[src/rtl/layer_io_pkg.sv]
// -----------------------------------------------------------------------------
// layer_io_pkg
// Shared types and defaults for the layer I/O master and its serializer.
//   layer_io_state_t : transaction FSM states
//   DEF_N/DEF_M/DEF_T: default vector length, result count, element width
//   elem_t           : signed element of the default width
//   idx_width()      : index counter width covering both N and M, plus one bit
// -----------------------------------------------------------------------------
package layer_io_pkg;

  localparam int DEF_N = 8;
  localparam int DEF_M = 4;
  localparam int DEF_T = 16;

  typedef enum logic [1:0] {
    IDLE = 2'd0,
    SEND = 2'd1,
    RECV = 2'd2,
    DONE = 2'd3
  } layer_io_state_t;

  typedef logic signed [DEF_T-1:0] elem_t;

  function automatic int idx_width(input int n, input int m);
    return $clog2((n > m) ? n : m) + 1;
  endfunction

endpackage

[src/rtl/layer_io_serializer.sv]
// -----------------------------------------------------------------------------
// layer_io_serializer
// Holds the N-entry input buffer and walks it onto the layer's input stream.
// Ports:
//   clk, reset  : clock, asynchronous active-high reset
//   load        : latch vec_in into the buffer and restart the index
//   vec_in      : packed input vector, element k at [k*T +: T]
//   send_en     : master is in its SEND phase
//   l_ready     : layer accepts the current element
//   l_valid     : element on l_data is offered to the layer
//   l_data      : current element (zero outside SEND)
//   last_xfer   : the N-th element is transferred on this edge
// -----------------------------------------------------------------------------
module layer_io_serializer
  import layer_io_pkg::*;
#(
  parameter int N  = DEF_N,
  parameter int T  = DEF_T,
  parameter int IW = idx_width(DEF_N, DEF_M)
) (
  input  logic           clk,
  input  logic           reset,
  input  logic           load,
  input  logic [N*T-1:0] vec_in,
  input  logic           send_en,
  input  logic           l_ready,
  output logic           l_valid,
  output logic [T-1:0]   l_data,
  output logic           last_xfer
);

  logic [T-1:0]  vec_buf [N];
  logic [IW-1:0] idx_reg;
  logic          xfer;

  assign xfer      = send_en && l_ready;
  assign last_xfer = xfer && (idx_reg == IW'(N - 1));
  // Valid is a plain decode of the phase, so it is up before the layer
  // raises ready and cannot drop while the layer stalls.
  assign l_valid   = send_en;

  always_ff @(posedge clk or posedge reset) begin
    if (reset) begin
      for (int k = 0; k < N; k++) vec_buf[k] <= '0;
    end else if (load) begin
      for (int k = 0; k < N; k++) vec_buf[k] <= vec_in[k*T +: T];
    end
  end

  always_ff @(posedge clk or posedge reset) begin
    if (reset) begin
      idx_reg <= '0;
    end else if (load) begin
      idx_reg <= '0;
    end else if (xfer) begin
      idx_reg <= last_xfer ? '0 : idx_reg + IW'(1);
    end
  end

  // Compare-based mux so the index never has to be sliced to the buffer depth.
  always_comb begin
    l_data = '0;
    if (send_en) begin
      for (int k = 0; k < N; k++) begin
        if (idx_reg == IW'(k)) l_data = vec_buf[k];
      end
    end
  end

endmodule

[src/rtl/layer_io_master.sv]
// -----------------------------------------------------------------------------
// layer_io_master
// Drives one transaction through a layer block: serializes an N-element
// vector onto the layer input stream, collects M results from the layer
// output stream, then presents them as a packed word with a done pulse.
// Ports:
//   clk, reset       : clock, asynchronous active-high reset
//   start, vec_in    : begin a transaction with this vector (IDLE only)
//   busy, done       : not idle / one-cycle result-valid pulse
//   result           : packed results, held until the next done
//   txn_cnt          : completed transactions (wraps)
//   proto_err        : sticky handshake-violation flag
//   l_valid/l_ready/l_data : layer input stream
//   r_valid/r_ready/r_data : layer output stream
// -----------------------------------------------------------------------------
module layer_io_master
  import layer_io_pkg::*;
#(
  parameter int N = DEF_N,
  parameter int M = DEF_M,
  parameter int T = DEF_T
) (
  input  logic           clk,
  input  logic           reset,
  input  logic           start,
  input  logic [N*T-1:0] vec_in,
  output logic           busy,
  output logic           done,
  output logic [M*T-1:0] result,
  output logic [15:0]    txn_cnt,
  output logic           proto_err,
  output logic           l_valid,
  input  logic           l_ready,
  output logic [T-1:0]   l_data,
  input  logic           r_valid,
  output logic           r_ready,
  input  logic [T-1:0]   r_data
);

  localparam int IW = idx_width(N, M);

  layer_io_state_t state_reg, state_next;

  logic           load;
  logic           send_en;
  logic           last_send;
  logic           r_xfer;
  logic           last_recv;
  logic           bad_handshake;
  logic [IW-1:0]  ridx_reg;
  logic [M*T-1:0] res_reg;
  logic [M*T-1:0] res_next;

  layer_io_serializer #(
    .N  (N),
    .T  (T),
    .IW (IW)
  ) u_serializer (
    .clk       (clk),
    .reset     (reset),
    .load      (load),
    .vec_in    (vec_in),
    .send_en   (send_en),
    .l_ready   (l_ready),
    .l_valid   (l_valid),
    .l_data    (l_data),
    .last_xfer (last_send)
  );

  // ---------------------------------------------------------------- FSM
  always_ff @(posedge clk or posedge reset) begin
    if (reset) state_reg <= IDLE;
    else       state_reg <= state_next;
  end

  always_comb begin
    state_next = state_reg;
    case (state_reg)
      IDLE:    if (start)     state_next = SEND;
      SEND:    if (last_send) state_next = RECV;
      RECV:    if (last_recv) state_next = DONE;
      DONE:                   state_next = IDLE;
      default:                state_next = IDLE;
    endcase
  end

  always_comb begin
    busy    = (state_reg != IDLE);
    done    = (state_reg == DONE);
    r_ready = (state_reg == RECV);
    send_en = (state_reg == SEND);
    load    = (state_reg == IDLE) && start;
  end

  // ---------------------------------------------------------- collector
  assign r_xfer    = r_ready && r_valid;
  assign last_recv = r_xfer && (ridx_reg == IW'(M - 1));

  // Results arriving from the layer while we are not listening, or the layer
  // still asking for input after it has had all N elements.
  assign bad_handshake = (r_valid && (state_reg == SEND || state_reg == IDLE)) ||
                         (l_ready && state_reg == RECV);

  // res_next already contains the element landing on this edge, so result
  // can be loaded on the final receive edge and be valid during done.
  for (genvar gi = 0; gi < M; gi++) begin : g_res
    assign res_next[gi*T +: T] = (r_xfer && ridx_reg == IW'(gi)) ? r_data
                                                                  : res_reg[gi*T +: T];
  end

  always_ff @(posedge clk or posedge reset) begin
    if (reset) begin
      ridx_reg  <= '0;
      res_reg   <= '0;
      result    <= '0;
      txn_cnt   <= '0;
      proto_err <= 1'b0;
    end else begin
      if (load) begin
        ridx_reg <= '0;
      end else if (r_xfer) begin
        ridx_reg <= ridx_reg + IW'(1);
        res_reg  <= res_next;
      end
      if (last_recv) begin
        result  <= res_next;
        txn_cnt <= txn_cnt + 16'd1;
      end
      if (bad_handshake) proto_err <= 1'b1;
    end
  end

endmodule
[config.mk]
export PLATFORM = sky130hd
export DESIGN_NAME = layer_io_master
export DESIGN_NICKNAME = d
export VERILOG_FILES = /design/src/rtl/layer_io_pkg.sv /design/src/rtl/layer_io_serializer.sv /design/src/rtl/layer_io_master.sv
export SDC_FILE = /design/constraint.sdc
export NUM_CORES = 1
export LEC_CHECK = 0
export ABC_AREA = 1
export BUFFER_PORTS_ARGS = -buffer_cell sky130_fd_sc_hd__buf_2
export CORE_MARGIN = 1.5
export CORE_UTILIZATION = 45
export DETAILED_ROUTE_END_ITERATION = 8
export PLACE_DENSITY = 0.67
export RECOVER_POWER = 25
export SYNTH_ARGS = -nofsm -noshare
export SYNTH_HDL_FRONTEND = slang
export SYNTH_SLANG_ARGS = --single-unit
[constraint.sdc]
create_clock -name clk -period 10.7 [get_ports clk]
set_input_delay 1.605 -clock clk [delete_from_list [all_inputs] [get_ports clk]]
set_output_delay 1.605 -clock clk [all_outputs]
set_load 0.01 [all_outputs]
==> key figures, run 1 <==
Status
  – Status: complete, but fails checks
  – Violated checks: max-capacitance violations, max-slew violations

Route
  – Routed length per instance: 15.7 µm
  – Uppermost layer routed: met4
  – Final WL: 32.1 mm
  – Residual DRC: 0
  – First DRT Iteration DRCs: 782
  – WL met2: 14.6 mm
  – Via density: 5.03
  – Antenna-violating nets left: 0
  – DR pass1 iterations: 5
  – Routed met3 length: 1.88 mm
  – DR vias: 10300
  – DRT met1 WL: 14.7 mm

Clocking
  – Clock Sinks: 267
  – TritonCTS buffer count: 28
  – # resized after CTS: 0
  – CTS Root Cell: clkbuf_16
  – Clock Tree Buf Depth: 3
  – CTS H-Tree Depth: 1
  – Hold buffers post-CTS: 0
  – Worst-path clk slew: 0.06 ns
  – Worst skew pair latency: 0.54 ns
  – Setup Buffers After CTS: 0
  – CTS tree: built

Floorplan
  – Die W: 168 µm
  – Die area: 28300 µm²
  – Die Height: 168 µm
  – CORE AREA: 26900 µm²
  – Top Ports: 250
  – Starting Density: 0.457
  – FP Rows: 60

Synthesis
  – Synth warn: 0
  – Fraction of registers with async set/reset: 1.00
  – Register bit count reported by yosys: 267
  – Syn_nets: 1638
  – Seq/Total Area, Yosys: 0.544
  – Post-Syn Instances: 1475
  – Synth top area cells: dfrtp_1, nand2_1, o21ai_0, mux2i_1, nand3_1
  – Unique masters post-synth: 36
  – Ys flop type: dfrtp_1
  – Yosys top cell by area: dfrtp_1
  – EDFF count, synth: 0
  – Avg Inst Size Synth: 8.33 µm²
  – Top cell type's share of synthesized area: 0.544
  – Mapped Area: 12300 µm²

Layout
  – Post-Layout Cell Count: 2044
  – Layout cells sized above 1: 0.184
  – Final core area utilization: 0.539
  – ANT cells: 0
  – Commonest cells after routing, fill and taps aside: nand2_1, dfrtp_1, buf_2
  – Synth-to-Final Area Change: 17.8%
  – Nets: 1847
  – Commonest non-fill, non-tap cell in the layout: nand2_1
  – Final non-filler cell area: 14500 µm²
  – Max FFs per register: 128

Power and ir drop
  – Pint: 2.31 mW
  – Comb power frac: 0.333
  – NetSw: 1.40 mW
  – Sw frac: 0.378
  – Pwr/cell area: 256 nW/µm²
  – Total power: 3.71 mW
  – Flop pwr share: 0.415
  – P_leak: 8.01 nW
  – VDD IR max: 0.000154 V
  – Clk pwr share: 0.253

Setup path
  – CP Cell Sequence: buf_2 -> clkinvlp_2 -> buf_4
  – CP arrival: 5.68 ns
  – Max FO, Critical Path: 112
  – WS Path Type: input pin to async pin
  – CP Launch Type: input pin
  – Data required time of the critical path: 11.21 ns
  – Crit-path max cell delay: 2.69 ns
  – Worst setup EP type: async pin
  – Crit-path slowest cell: clkinvlp_2

GRT
  – Pin count of the biggest net entering global routing: 113
  – First-pass GRT wire length: 52.0 mm
  – Vias in the first global route: 9987
  – GRT Util Overall: 0.230
  – Antenna violations before repair: 0
  – Global route overflow: 0

Placed design
  – IO buf count: 249
  – RePlAce Congestion: 0.833
  – Hpwl dp: 22.3 mm
  – Placed Instances: 1995
  – Dpl cell area: 13700 µm²

Timing
  – Endpoints failing setup: 0
  – RSZ-0062 raised after global routing: no
  – Post-route minimum period: 5.17 ns
  – Fin Setup TNS: 0 ns
  – Period utilization: 0.483
  – Worst Max-Slew Pin Slew: 4.90 ns
  – Final Hold Fails: 0
  – Max-slew violations: 190
  – Final setup skew: 0.00911 ns
  – Slew margin rel.: -2.29
  – Fmax achieved: 194 MHz

Min path
  – Hold WC Path Type: flop to flop

Job
  – MaxCap Viol Count: 3
[critical path: cells and delay by family]
kind                   cells  cell delay, ns
buffers and inverters      3            3.93
[through the flow]
step                setup slack (ns)  hold slack (ns)
CTS                             6.17            0.466
global placement                6.81            0.448
detailed placement              6.69            0.452
global route                    4.58            0.486
floorplan                       1.74            0.434
finish                          5.53            0.461
[path summary, 6_finish.rpt]
kind	start	to	slack, ns	cells past startpoint
max reg2reg	state_reg[1]	u_serializer.idx_reg[3]	6.48	8
min reg2reg	ridx_reg[3]	ridx_reg[3]	0.46	1
min	ridx_reg[3]	ridx_reg[3]	0.46	1
max	reset	u_serializer.idx_reg[2]	5.53	3
min in group asynchronous	reset	txn_cnt[7]	2.57	2
max in group clk	start	u_serializer.idx_reg[3]	6.03	7
[cell type report]
cell class | instances | area [µm²]
fillers | 2618 | 12400
clock buffers | 45 | 865
inverters | 84 | 320
flip-flops and latches | 267 | 6680
multi-input cells | 1047 | 4880
well taps | 341 | 427
clock inverters | 4 | 31.3
repair buffers | 256 | 1270
[power groups by stage]
stage	registers [mW]	clock network [mW]	logic (mW)
after floorplan	1.52	0	0.858
after global placement	1.54	0	1.22
after detailed placement	1.54	0	1.25
after CTS	1.53	0.960	1.26
after global routing	1.58	0.995	1.40
final	1.54	0.938	1.23
[cells by family (layout without fill, tap and decap cells)]
family / count (synthesis) / after routing / synth area share
AND/OR/NAND/NOR: 806 / 806 / 0.266
flip-flops: 267 / 267 / 0.544
AO/OA/AOI/OAI: 164 / 164 / 0.0703
adder cells (fa/ha/maj): 14 / 14 / 0.0143
XOR/XNOR: 15 / 15 / 0.0107
buffers and inverters: 161 / 389 / 0.0558
multiplexers: 48 / 48 / 0.0391
[synthesized netlist by cell type (2+ instances only)]
cell      count
nor3_1        5
a21oi_1      13
ha_1         14
xnor2_1       2
clkbuf_1     39
xor2_1       13
nor2_1       46
nor2_4        2
nand3_1      72
nand2_1     656
dfrtp_1     267
a21oi_2      10
nor4_1        2
buf_2        30
nor2_2        5
buf_6         5
nand2_2       4
mux2i_1      48
inv_1        75
o21ai_0     139
nand4_1       2
inv_2         7
nand3_2       6
[metal layers]
metal / vias to the layer above / track usage
li1: 5047 / -
met1: 4859 / 0.321
met2: 322 / 0.375
met3: 46 / 0.0348
met4: 0 / 0.0625
met5: - / 0
Note: power is estimated with default switching activity, not from simulation.
==> inputs of run 2 (changes only) <==
clock period = 5.4 ns   (was 10.7 ns; I/O delays follow)
==> run 2 against run 1 <==
Against the previous run: the flow still finishes with violations (max-capacitance violations, max-slew violations); cell area up 1.1%; cell count about the same; global-route usage grew 0.21 points; register-to-register slack got worse by 4.8 ns; count of clock-buffer cells in the layout is 6 lower; worst setup slack lost 3.9 ns; first-iteration DRC count up 11%; clock power up 110%; wire length up 0.70%; total power rose by 100%; highest routed layer unchanged.
==> key figures, run 2 (synthesized netlist as in run 1, its figures left out) <==
Placed design
  – Hpwl dp: 22.5 mm
  – RePlAce Congestion: 0.870
  – Placed Instances: 1997
  – Dpl cell area: 13700 µm²
  – IO buf count: 249

Setup path
  – Reg2reg end: res_reg[3]
  – R2R depth: 6
  – Max FO, Critical Path: 54
  – CP endpoint: res_reg[3]
  – CP arrival: 4.10 ns
  – Worst Setup SP: state_reg[1]
  – WS Path Type: flop to flop
  – Worst setup EP type: flop
  – R2R Path Start: state_reg[1]
  – Data required time of the critical path: 5.78 ns
  – CP Launch Type: flop
  – R2r setup slk: 1.68 ns

Layout
  – Layout cells sized above 1: 0.204
  – ANT cells: 0
  – Commonest cells after routing, fill and taps aside: nand2_1, dfrtp_1, buf_2
  – Final non-filler cell area: 14600 µm²
  – Post-Layout Cell Count: 2046
  – Nets: 1849
  – Commonest non-fill, non-tap cell in the layout: nand2_1
  – Max FFs per register: 128
  – Synth-to-Final Area Change: 19.1%

GRT
  – Global route overflow: 0
  – Vias in the first global route: 10100
  – Antenna violations before repair: 0
  – GRT Util Overall: 0.232
  – First-pass GRT wire length: 52.3 mm
  – Pin count of the biggest net entering global routing: 129

Route
  – Via density: 5.02
  – First DRT Iteration DRCs: 870
  – DR vias: 10300
  – Routed length per instance: 15.8 µm
  – Antenna-violating nets left: 0
  – Final WL: 32.3 mm
  – Residual DRC: 0
  – DR pass1 iterations: 5

Floorplan
  – FP Rows: 60
  – Starting Density: 0.457
  – Die Height: 168 µm
  – CORE AREA: 26900 µm²
  – Die area: 28300 µm²
  – Top Ports: 250
  – Die W: 168 µm

Clocking
  – Setup Buffers After CTS: 0
  – Hold buffers post-CTS: 0
  – Worst-path clk slew: 0.06 ns
  – Worst skew pair latency: 0.54 ns
  – CTS tree: built
  – CTS Root Cell: clkbuf_16
  – CTS H-Tree Depth: 1
  – TritonCTS buffer count: 28
  – # resized after CTS: 0
  – Clock Tree Buf Depth: 3
  – Clock Sinks: 267

Timing
  – Slew margin rel.: -0.151
  – Final setup skew: 0.0149 ns
  – Fmax achieved: 269 MHz
  – Worst Max-Slew Pin Slew: 1.72 ns
  – Period utilization: 0.690
  – Max-slew violations: 86
  – Post-route minimum period: 3.72 ns
  – Endpoints failing setup: 0
  – RSZ-0062 raised after global routing: no
  – Worst hold margin: 0.464 ns
  – Fin Setup TNS: 0 ns
  – Final Hold Fails: 0

Power and ir drop
  – VDD IR max: 0.000232 V
  – Pwr/cell area: 511 nW/µm²
  – P_leak: 8.16 nW

Min path
  – Hold WC Path Type: flop to flop

Status
  – Violated checks: max-capacitance violations, max-slew violations
  – Status: complete, but fails checks

Job
  – MaxCap Viol Count: 2
## run 2: cell types whose count changed in the layout (fill, tap and decap cells not counted), sizes merged
cell and delta:
buf +22, clkbuf -26, clkinv +4, bufinv +2
inv +1, clkinvlp -1
## run 2: critical path: stages (launching register included)
cell     delay, ns
dfrtp_1       0.40
inv_1         0.13
ha_1          0.22
nand2_1       0.98
nand2_2       1.08
buf_4         0.54
o21ai_0       0.19
## run 2: per-stage QoR
stage | util | power [mW] | worst slack (ns)
final | 0.544 | 7.47 | 1.68
after global routing | 0.544 | 8.03 | 1.31
after CTS | 0.545 | 7.54 | 1.76
after detailed placement | 0.510 | 5.54 | 2.35
after global placement | 0.510 | 5.47 | 2.42
after floorplan | - | 4.71 | 1.06
## run 2: power by group
part | internal (mW) | leakage (nW) | switching [mW] | total [mW]
Combinational | 0.827 | 4.20 | 1.63 | 2.46
Sequential | 2.67 | 3.49 | 0.391 | 3.06
Clock | 1.17 | 0.472 | 0.789 | 1.96
Total | 4.66 | 8.16 | 2.81 | 7.47
## run 2: per-layer routing
metal	routed length, µm	track usage	part of all wire	vias to the layer above
met1	14300	0.319	0.44	4810
met4	818	0.0672	0.025	0
met3	2310	0.0400	0.072	53
met2	14900	0.378	0.46	361
met5	0	0	0	-
li1	-	-	-	5057
## run 2: final cells by class
type | instances | area [µm²]
Clock buffer | 39 | 833
Sequential cell | 267 | 6680
Fill cell | 2511 | 12200
Tap cell | 341 | 427
Multi-Input combinational cell | 1047 | 4930
Timing Repair Buffer | 258 | 1330
Inverter | 84 | 320
Clock inverter | 10 | 111
## run 2: worst min path at each step
stage	from	endpoint	slack, ns	depth (start not counted)
after CTS	vec_in[74]	u_serializer.vec_buf[58]	0.44	3
final	result[59]	result[59]	0.46	2
after global routing	vec_in[25]	u_serializer.vec_buf[105]	0.45	3
after floorplan	ridx_reg[3]	ridx_reg[3]	0.43	1
after detailed placement	result[49]	result[49]	0.45	2
after global placement	result[62]	result[62]	0.45	2
